## config.mk

```make
export PLATFORM = sky130hd
export DESIGN_NAME = cla_pipe_addsub
export DESIGN_NICKNAME = d
export VERILOG_FILES = /design/src/rtl/cla_pkg.sv /design/src/rtl/cla_group.sv /design/src/rtl/cla_pipe_addsub.sv
export SDC_FILE = /design/constraint.sdc
export NUM_CORES = 1
export LEC_CHECK = 0
export ABC_AREA = 1
export CAP_MARGIN = 40
export CORE_UTILIZATION = 36
export CTS_CLUSTER_DIAMETER = 150
export CTS_CLUSTER_SIZE = 24
export DETAILED_ROUTE_END_ITERATION = 16
export GPL_ROUTABILITY_DRIVEN = 0
export RECOVER_POWER = 50
export SYNTH_ARGS = -nofsm -noshare
export SYNTH_HDL_FRONTEND = slang
export SYNTH_SLANG_ARGS = --single-unit
```

## constraint.sdc

```tcl
create_clock -name clk -period 6.15 [get_ports clk]
set_clock_uncertainty 0.05 [all_clocks]
set_input_delay 0.9225 -clock clk [delete_from_list [all_inputs] [get_ports clk]]
set_output_delay 0.9225 -clock clk [all_outputs]
set_load 0.01 [all_outputs]
```

## src/rtl/cla_pkg.sv

```systemverilog
// Shared constants and lookahead helpers for the pipelined carry-lookahead add/sub unit.
package cla_pkg;

   localparam logic OP_ADD  = 1'b0;
   localparam logic OP_SUB  = 1'b1;
   localparam int   MAX_GRP = 8;

   function automatic bit cfg_ok(input int width, input int group);
      return (group > 0) && ((width % group) == 0) &&
             ((width / group) >= 1) && ((width / group) <= MAX_GRP);
   endfunction

   // Inter-group carries as a flat sum of products: C[k+1] = GG[k] | GP[k]&C[k] fully expanded.
   function automatic logic [MAX_GRP:0] lookahead_carries(input logic [MAX_GRP-1:0] gg,
                                                          input logic [MAX_GRP-1:0] gp,
                                                          input logic             cin);
      logic [MAX_GRP:0] c;
      logic             term;
      c    = '0;
      c[0] = cin;
      for (int k = 0; k < MAX_GRP; k++) begin
         term = cin;
         for (int j = 0; j <= k; j++) term = term & gp[j];
         c[k+1] = term;
         for (int j = 0; j <= k; j++) begin
            term = gg[j];
            for (int m = j + 1; m <= k; m++) term = term & gp[m];
            c[k+1] = c[k+1] | term;
         end
      end
      return c;
   endfunction

endpackage

```

## src/rtl/cla_group.sv

```systemverilog
// GROUP-bit carry-lookahead cell: flat internal carries, group sum and group generate/propagate.
module cla_group #(
   parameter int GROUP = 5
) (
   input  logic [GROUP-1:0] a,
   input  logic [GROUP-1:0] b,
   input  logic             cin,
   output logic [GROUP-1:0] sum,
   output logic             gg,
   output logic             gp
);

   logic [GROUP-1:0] g;
   logic [GROUP-1:0] p;
   logic [GROUP-1:0] c;
   logic             term;

   assign g = a & b;
   assign p = a ^ b;

   always_comb begin
      term = 1'b0;
      c    = '0;
      for (int i = 0; i < GROUP; i++) begin
         c[i] = cin;
         for (int j = 0; j < i; j++) c[i] = c[i] & p[j];
         for (int j = 0; j < i; j++) begin
            term = g[j];
            for (int m = j + 1; m < i; m++) term = term & p[m];
            c[i] = c[i] | term;
         end
      end
      // Group generate is the carry out of the top bit with no carry coming in.
      gg = 1'b0;
      for (int j = 0; j < GROUP; j++) begin
         term = g[j];
         for (int m = j + 1; m < GROUP; m++) term = term & p[m];
         gg = gg | term;
      end
   end

   assign gp  = &p;
   assign sum = p ^ c;

endmodule

```

## src/rtl/cla_pipe_addsub.sv

```systemverilog
// Two-stage pipelined carry-lookahead adder/subtractor with carry, overflow and zero flags.
module cla_pipe_addsub
   import cla_pkg::*;
#(
   parameter int WIDTH = 20,
   parameter int GROUP = 5
) (
   input  logic             clk,
   input  logic             rst_n,
   input  logic             in_valid,
   output logic             in_ready,
   input  logic [WIDTH-1:0] in_a,
   input  logic [WIDTH-1:0] in_b,
   input  logic             in_cin,
   input  logic             in_op,
   output logic             out_valid,
   input  logic             out_ready,
   output logic [WIDTH-1:0] out_sum,
   output logic             out_cout,
   output logic             out_ovf,
   output logic             out_zero
);

   localparam int NGRP = WIDTH / GROUP;
   localparam int NC   = NGRP + 1;

   if (!cfg_ok(WIDTH, GROUP)) begin : g_bad_cfg
      $error("cla_pipe_addsub: WIDTH must be a multiple of GROUP giving 1..8 groups");
   end

   logic [WIDTH-1:0] b_eff;
   logic [WIDTH-1:0] s1_sum_unused;
   logic [NGRP-1:0]  gg_d, gp_d;
   logic             s1_valid;
   logic [WIDTH-1:0] s1_g, s1_p;
   logic [NGRP-1:0]  s1_gg, s1_gp;
   logic             s1_cin, s1_a_msb, s1_b_msb;
   logic             accept, s2_load;
   logic [NGRP:0]    carry;
   logic [WIDTH-1:0] sum_d;
   logic [NGRP-1:0]  s2_gg_unused, s2_gp_unused;

   // Handshake: a beat moves when valid && ready on a clk edge; S1 drains into the output
   // register whenever that register is empty or being popped, so a push and a pop can share a cycle.
   assign s2_load  = s1_valid && (!out_valid || out_ready);
   assign in_ready = !s1_valid || s2_load;
   assign accept   = in_valid && in_ready;

   assign b_eff = (in_op == OP_SUB) ? ~in_b : in_b;
   assign carry = NC'(lookahead_carries(MAX_GRP'(s1_gg), MAX_GRP'(s1_gp), s1_cin));

   for (genvar k = 0; k < NGRP; k++) begin : g_grp
      cla_group #(.GROUP(GROUP)) u_s1 (
         .a   (in_a[k*GROUP +: GROUP]),
         .b   (b_eff[k*GROUP +: GROUP]),
         .cin (1'b0),
         .sum (s1_sum_unused[k*GROUP +: GROUP]),
         .gg  (gg_d[k]),
         .gp  (gp_d[k])
      );
      // (g|p, g) regenerates exactly the registered g and p inside the cell.
      cla_group #(.GROUP(GROUP)) u_s2 (
         .a   (s1_g[k*GROUP +: GROUP] | s1_p[k*GROUP +: GROUP]),
         .b   (s1_g[k*GROUP +: GROUP]),
         .cin (carry[k]),
         .sum (sum_d[k*GROUP +: GROUP]),
         .gg  (s2_gg_unused[k]),
         .gp  (s2_gp_unused[k])
      );
   end

   always_ff @(posedge clk) begin
      if (!rst_n) begin
         s1_valid <= 1'b0;
      end else if (accept) begin
         s1_valid <= 1'b1;
      end else if (s2_load) begin
         s1_valid <= 1'b0;
      end
   end

   always_ff @(posedge clk) begin
      if (accept) begin
         s1_g     <= in_a & b_eff;
         s1_p     <= in_a ^ b_eff;
         s1_gg    <= gg_d;
         s1_gp    <= gp_d;
         s1_cin   <= in_cin;
         s1_a_msb <= in_a[WIDTH-1];
         s1_b_msb <= b_eff[WIDTH-1];
      end
   end

   always_ff @(posedge clk) begin
      if (!rst_n) begin
         out_valid <= 1'b0;
         out_sum   <= '0;
         out_cout  <= 1'b0;
         out_ovf   <= 1'b0;
         out_zero  <= 1'b0;
      end else if (s2_load) begin
         out_valid <= 1'b1;
         out_sum   <= sum_d;
         out_cout  <= carry[NGRP];
         out_ovf   <= (s1_a_msb == s1_b_msb) && (sum_d[WIDTH-1] != s1_a_msb);
         out_zero  <= (sum_d == '0);
      end else if (out_ready) begin
         out_valid <= 1'b0;
      end
   end

endmodule
```

==> metrics.md <==
| Metric | Value |
|---|---|
| Outcome | `finished with violations` |
| Violations in the final reports | `max-capacitance violations, max-slew violations` |
| First-pass GRT wire length | `roughly 11,000 um` |
| Tot GR Track Use | `approximately 14%` |
| Register area | `2030 um^2` |
| Share of the synthesized area in the top cell type | `41.4%` |
| Largest area contributor in the netlist | `edfxtp_1` |
| DRT antenna net count | `0` |
| Initial antenna violation count | `0` |
| Peak Freq | `between 200 and 300 MHz` |
| Crit path required time | `about 6 ns` |
| Area of the multi-input gates | `1430 um^2` |
| TritonRoute pass-1 iters | `4` |
| Worst min path class | `reg2reg` |
| DIE HEIGHT | `about 100 um` |
| VDD IR max | `a little under 0.09 mV` |
| Die footprint | `roughly 11,000 um^2` |
| # Max-Cap Violations | `1` |
| CP max FO | `51` |
| CTS H-Tree Depth | `3` |
| Die X | `roughly 100 um` |
| Most instantiated cells after synthesis | `54 x nor2_1, 51 x edfxtp_1, 51 x inv_1` |
| Final WL | `slightly below 7000 um` |
| Clk slew on worst S/H paths | `roughly 0.070 ns` |
| Clock buffer count from CTS | `9` |
| Seq cells post-synth | `76` |
| Post-CTS Resized | `0` |
| Ports | `a little over 70` |
| Ys async rst share | `0%` |
| Setup slack, reg-to-reg | `about 3.2 ns` |
| Worst-Skew Late Latency | `approximately 0.34 ns` |
| Power Total | `between 1000 and 1500 uW` |
| Remaining DRCs | `0` |
| GRT overflow | `0` |
| Synthesized Nets | `~450` |
| Period utilisation layout | `a little over 60%` |
| CTS tree | `yes` |
| Primary FF master, synth | `edfxtp_1` |
| Post-CTS setup buffer count | `0` |
| Final slew viol count | `between 50 and 60` |
| Worst-Margin Slew | `about 2.7 ns` |
| Finished Cell Area | `4690 um^2` |
| Leakage power | `around 0.0021 uW` |
| Final TNS setup | `0 ns` |
| Yosys warns | `0` |
| Layout cells sized above 1 | `5.88%` |
| Synth-to-layout area growth | `26.7%` |
| Post-Syn Area | `approximately 3700 um^2` |
| Largest net degree at the start of global routing | `52` |
| Unique cell type count in the Yosys netlist | `27` |
| Largest cells by area after synthesis | `edfxtp_1 41%, dfxtp_1 14%, ha_1 8.1%` |
| Fill count | `between 900 and 1,000` |
| Core Area | `9860 um^2` |
| Vias in the first global route | `roughly 2,500` |
| Port Buffer Count | `70` |
| Post-DP HPWL | `~5300 um` |
| Longest Clk Path Bufs | `2` |
| Worst Path Arrival | `around 3.7 ns` |
| EDFF count, synth | `between 50 and 60` |
| Sequential-to-total area share from yosys stat | `between 50% and 60%` |
| Synthesized area per cell | `a little under 10 um^2` |
| NumNets Final | `around 520` |
| Initial Util | `a little under two fifths` |
| Post-Syn Instances | `between 300 and 400` |
| Row cnt | `36` |
| Vias | `2,628` |
| Clk root buf | `clkbuf_8` |
| Post-DP Area | `about 4500 um^2` |
| Vias per cell | `~4.4` |
| Setup violations, final | `0` |
| Iter 0 DRT Violations | `91` |
| Top-count cell post-synth | `nor2_1` |
| Cell Pwr Density | `248 nW/um^2` |
| Final min period | `between 3 and 4 ns` |
| Crit start category | `input pin` |
| Post-CTS Hold Fix Bufs | `0` |
| Critical path type | `in2reg` |
| RSZ-0062 raised after global routing | `no` |
| Final Hold Vio Count | `0` |
| # diodes | `0` |
| Routed WL per cell | `between 10 and 15 um` |
| Clk sink count | `76` |
| Max_slew headroom | `-76.8%` |
| Worst setup EP type | `register` |
==> worst max-delay path, stage by stage <==
cell           delay [ns]
dlygate4sd3_1        0.52
inv_1                0.05
nand3_1              0.11
nand2_1              0.09
clkinv_1             0.05
clkbuf_1             1.86
==> registers in the layout (all words and copies together), names as in the netlist <==
register / count
s1_g: 20
s1_valid: 1
s1_gg: 4
s1_cin: 1
s1_a_msb: 1
out_ovf: 1
out_cout: 1
s1_p: 20
out_sum: 20
s1_b_msb: 1
s1_gp: 4
out_zero: 1
out_valid: 1
==> layout by cell type (no fill, tap or decap), types with 4 or more instances in the layout <==
master / n
a21o_1: 7
a21oi_1: 17
clkbuf_1: 6
clkbuf_8: 9
clkdlybuf4s50_1: 41
clkinv_1: 4
dfxtp_1: 25
dlygate4sd3_1: 29
edfxtp_1: 51
ha_1: 24
inv_1: 50
nand2_1: 49
nand2_2: 7
nand3_1: 16
nor2_1: 54
o21ai_0: 26
xnor2_1: 4
xor2_1: 22
==> worst paths after layout <==
check,startpoint,to,cells after the start
max,out_ready,s1_g[0],6
min,out_ovf,out_ovf,2
max reg2reg,s1_valid,s1_g[0],4
min reg2reg,out_ovf,out_ovf,2
==> cell type report <==
type / instances / share of cell area, %
multi-input cells: 242 / 30.5
flip-flops and latches: 76 / 43.4
inverters: 53 / 4.24
repair buffers: 72 / 15.1
well taps: 133 / 3.55
clock inverters: 3 / 0.294
clock buffers: 13 / 2.96
==> kinds of logic (layout without fill, tap and decap cells) <==
group / count (synthesis) / count (layout) / share of synthesized area (%)
AND/OR/NAND/NOR: 134 / 134 / 15.3
flip-flops: 76 / 76 / 54.9
buffers and inverters: 60 / 141 / 6.43
AO/OA/AOI/OAI: 58 / 58 / 9.03
XOR/XNOR: 26 / 26 / 6.16
adder cells (fa/ha/maj): 24 / 24 / 8.12
==> report_power, final <==
part | internal, uW | switching, uW | leakage [uW] | total, uW
clock | 145 | 169 | 0.0000788 | 314
combinational | 105 | 124 | 0.00133 | 229
sequential | 599 | 17.8 | 0.000714 | 617
==> metrics by stage <==
step	worst slack, ns	util [%]	cells	hold WS [ns]
floorplan	3.49	-	378	0.425
global placement	2.78	46.0	575	0.406
detailed placement	2.92	46.1	576	0.412
CTS	3.08	47.7	592	0.423
global route	2.02	47.5	592	0.457
finish	2.35	47.5	592	0.417
==> routing by layer <==
layer,track usage (%),share of wire (%),vias up
met5,0,0,-
met4,6.50,1.9,0
met3,2.69,3.7,12
met2,23.2,47,57
met1,18.7,48,1164
li1,-,-,1395
No activity file was read; power rests on OpenSTA's default activity.
==> variant, RTL diff (same flow settings) <==
`GROUP` is set to 5 in 2 places; all go to 4.
--- a/src/rtl/cla_group.sv
+++ b/src/rtl/cla_group.sv
@@ -2,3 +2,3 @@
 module cla_group #(
-   parameter int GROUP = 5
+   parameter int GROUP = 4
 ) (
--- a/src/rtl/cla_pipe_addsub.sv
+++ b/src/rtl/cla_pipe_addsub.sv
@@ -5,3 +5,3 @@
    parameter int WIDTH = 20,
-   parameter int GROUP = 5
+   parameter int GROUP = 4
 ) (
Function: no difference found for any inputs over 10 cycles, from zero or initial values and one cycle with rst_n low; that may be too few to reach the edited logic, so the function may still have changed.
==> variant against the original RTL <==
Synthesized area increased by 5.6%. Die area increased by 5.5%. Sequential power increased by 3%. Worst setup slack improved by 400 ps. Clock power increased by 20%. Sequential cell count increased by 2. Final area increased by 5.7%. Routed wire length increased by 3.9%. Power increased by 8.4%. Critical path type unchanged.
==> variant: results (changes against the original RTL) <==
metric,value,unit,change
r2r startpoint,out_valid,,
Worst Tran Pin Value,1390,ps,-1270 ps
PortBufs,70,,unchanged
nets@finish,557,,+6.3%
WP data arrival,3550,ps,-110 ps
first-pass GRT wire length,11.9,mm,+4.0%
initial DRC count,107,,+18%
vias in the first global route,2689,,+6.9%
sequential fraction of the synthesis area,53.5,%,-1.4 points
pre-CTS WS,3100,ps,+183 ps
largest family of logic cells by synthesized area,simple AND/OR/NAND/NOR gates,,
post-synthesis xor/xnor area fraction,4.48,%,-1.7 points
status,"finished, final reports clean",,
Synth top cells by count,"inv_1, nand2_1, edfxtp_1",,
DP Wirelength,5.59,mm,+5.9%
ys flop type,edfxtp_1,,
Tot GR Track Use,13.7,%,-0.67 points
DRT Pass-1 Iters,4,,unchanged
post-synthesis compound-gate area fraction,7.04,%,-2.0 points
Synth Area in Adders,8.01,%,-0.11 points
Hold Startpoint,out_sum[16],,
Post-synth EDFFs,53,,+3.9%
Max VDD drop,0.126,mV,+42%
CP Max Fanout,37,,-27%
Post-CTS Setup Inserts,0,,unchanged
WL/cell,11.4,microns,-1.9%
Syn Nets,482,,+7.6%
"top cells by area, synth","edfxtp_1, dfxtp_1, ha_1",,
Leak,2.19,nW,+3.1%
pin count of the biggest net entering global routing,38,,-27%
Yosys cell types,28,,+3.7%
total number of vias,2800,,+6.5%
layout cells sized above 1,9.78,%,+3.9 points
variant: cell count changes in the layout (fill, tap and decap cells not counted), moves of 7 or more:
cell | before | now
clkdlybuf4s50_1 | 41 | 65
dlygate4sd3_1 | 29 | 5
inv_1 | 50 | 68
nand2_1 | 49 | 59
nand2_2 | 7 | 18
nand3_1 | 16 | 8
nand3b_1 | 0 | 7
o21ai_0 | 26 | 13
variant: per-stage QoR:
stage	area [sq um]	cells	power, W
floorplan	3910	411	0.000797
global placement	4740	610	0.000889
detailed placement	4760	611	0.000896
CTS	4960	627	0.00127
global route	4950	627	0.00133
finish	4950	627	0.00126
variant: area by class of cell:
class                      count  area (sq um)
fill                        1033          5460
sequential                    78          2090
multi-input combinational    254          1500
timing repair buffer          72           724
inverter                      71           268
tap                          136           170
clock buffer                   9           124
clock inverter                 7          73.8
variant: final timing paths:
path	to	slack (ps)	cells past startpoint
max	out_sum[13]	2740	7
min	out_sum[16]	460	2
max reg2reg	out_sum[13]	3560	5
min reg2reg	out_sum[16]	460	2
variant: cells by family after synthesis:
family / count (synthesis)
flops: 78
simple gates: 163
xor+xnor: 20
compound gates: 46
fa+ha+maj: 25
buf+inv: 79
variant: metal layers:
| layer | routed length (microns) | global-route usage (%) |
|---|---|---|
| met1 | 3220 | 16.1 |
| met4 | 139 | 5.95 |
| met3 | 272 | 2.64 |
| met2 | 3530 | 24.0 |
| met5 | 0 | 0 |
variant: report_power, final:
part           leakage (nW)  internal [W]  switching, W  total, W
Clock                0.0895      0.000188      0.000190  0.000378
Sequential            0.734      0.000615     0.0000209  0.000636
Combinational          1.36      0.000112      0.000131  0.000244
variant: worst max-delay path: stages:
cell           delay, ps
dlygate4sd3_1        530
inv_1                 70
nand2_1               70
nand2_1              330
clkinvlp_2          1040
o21ai_0              510
a21oi_1               70
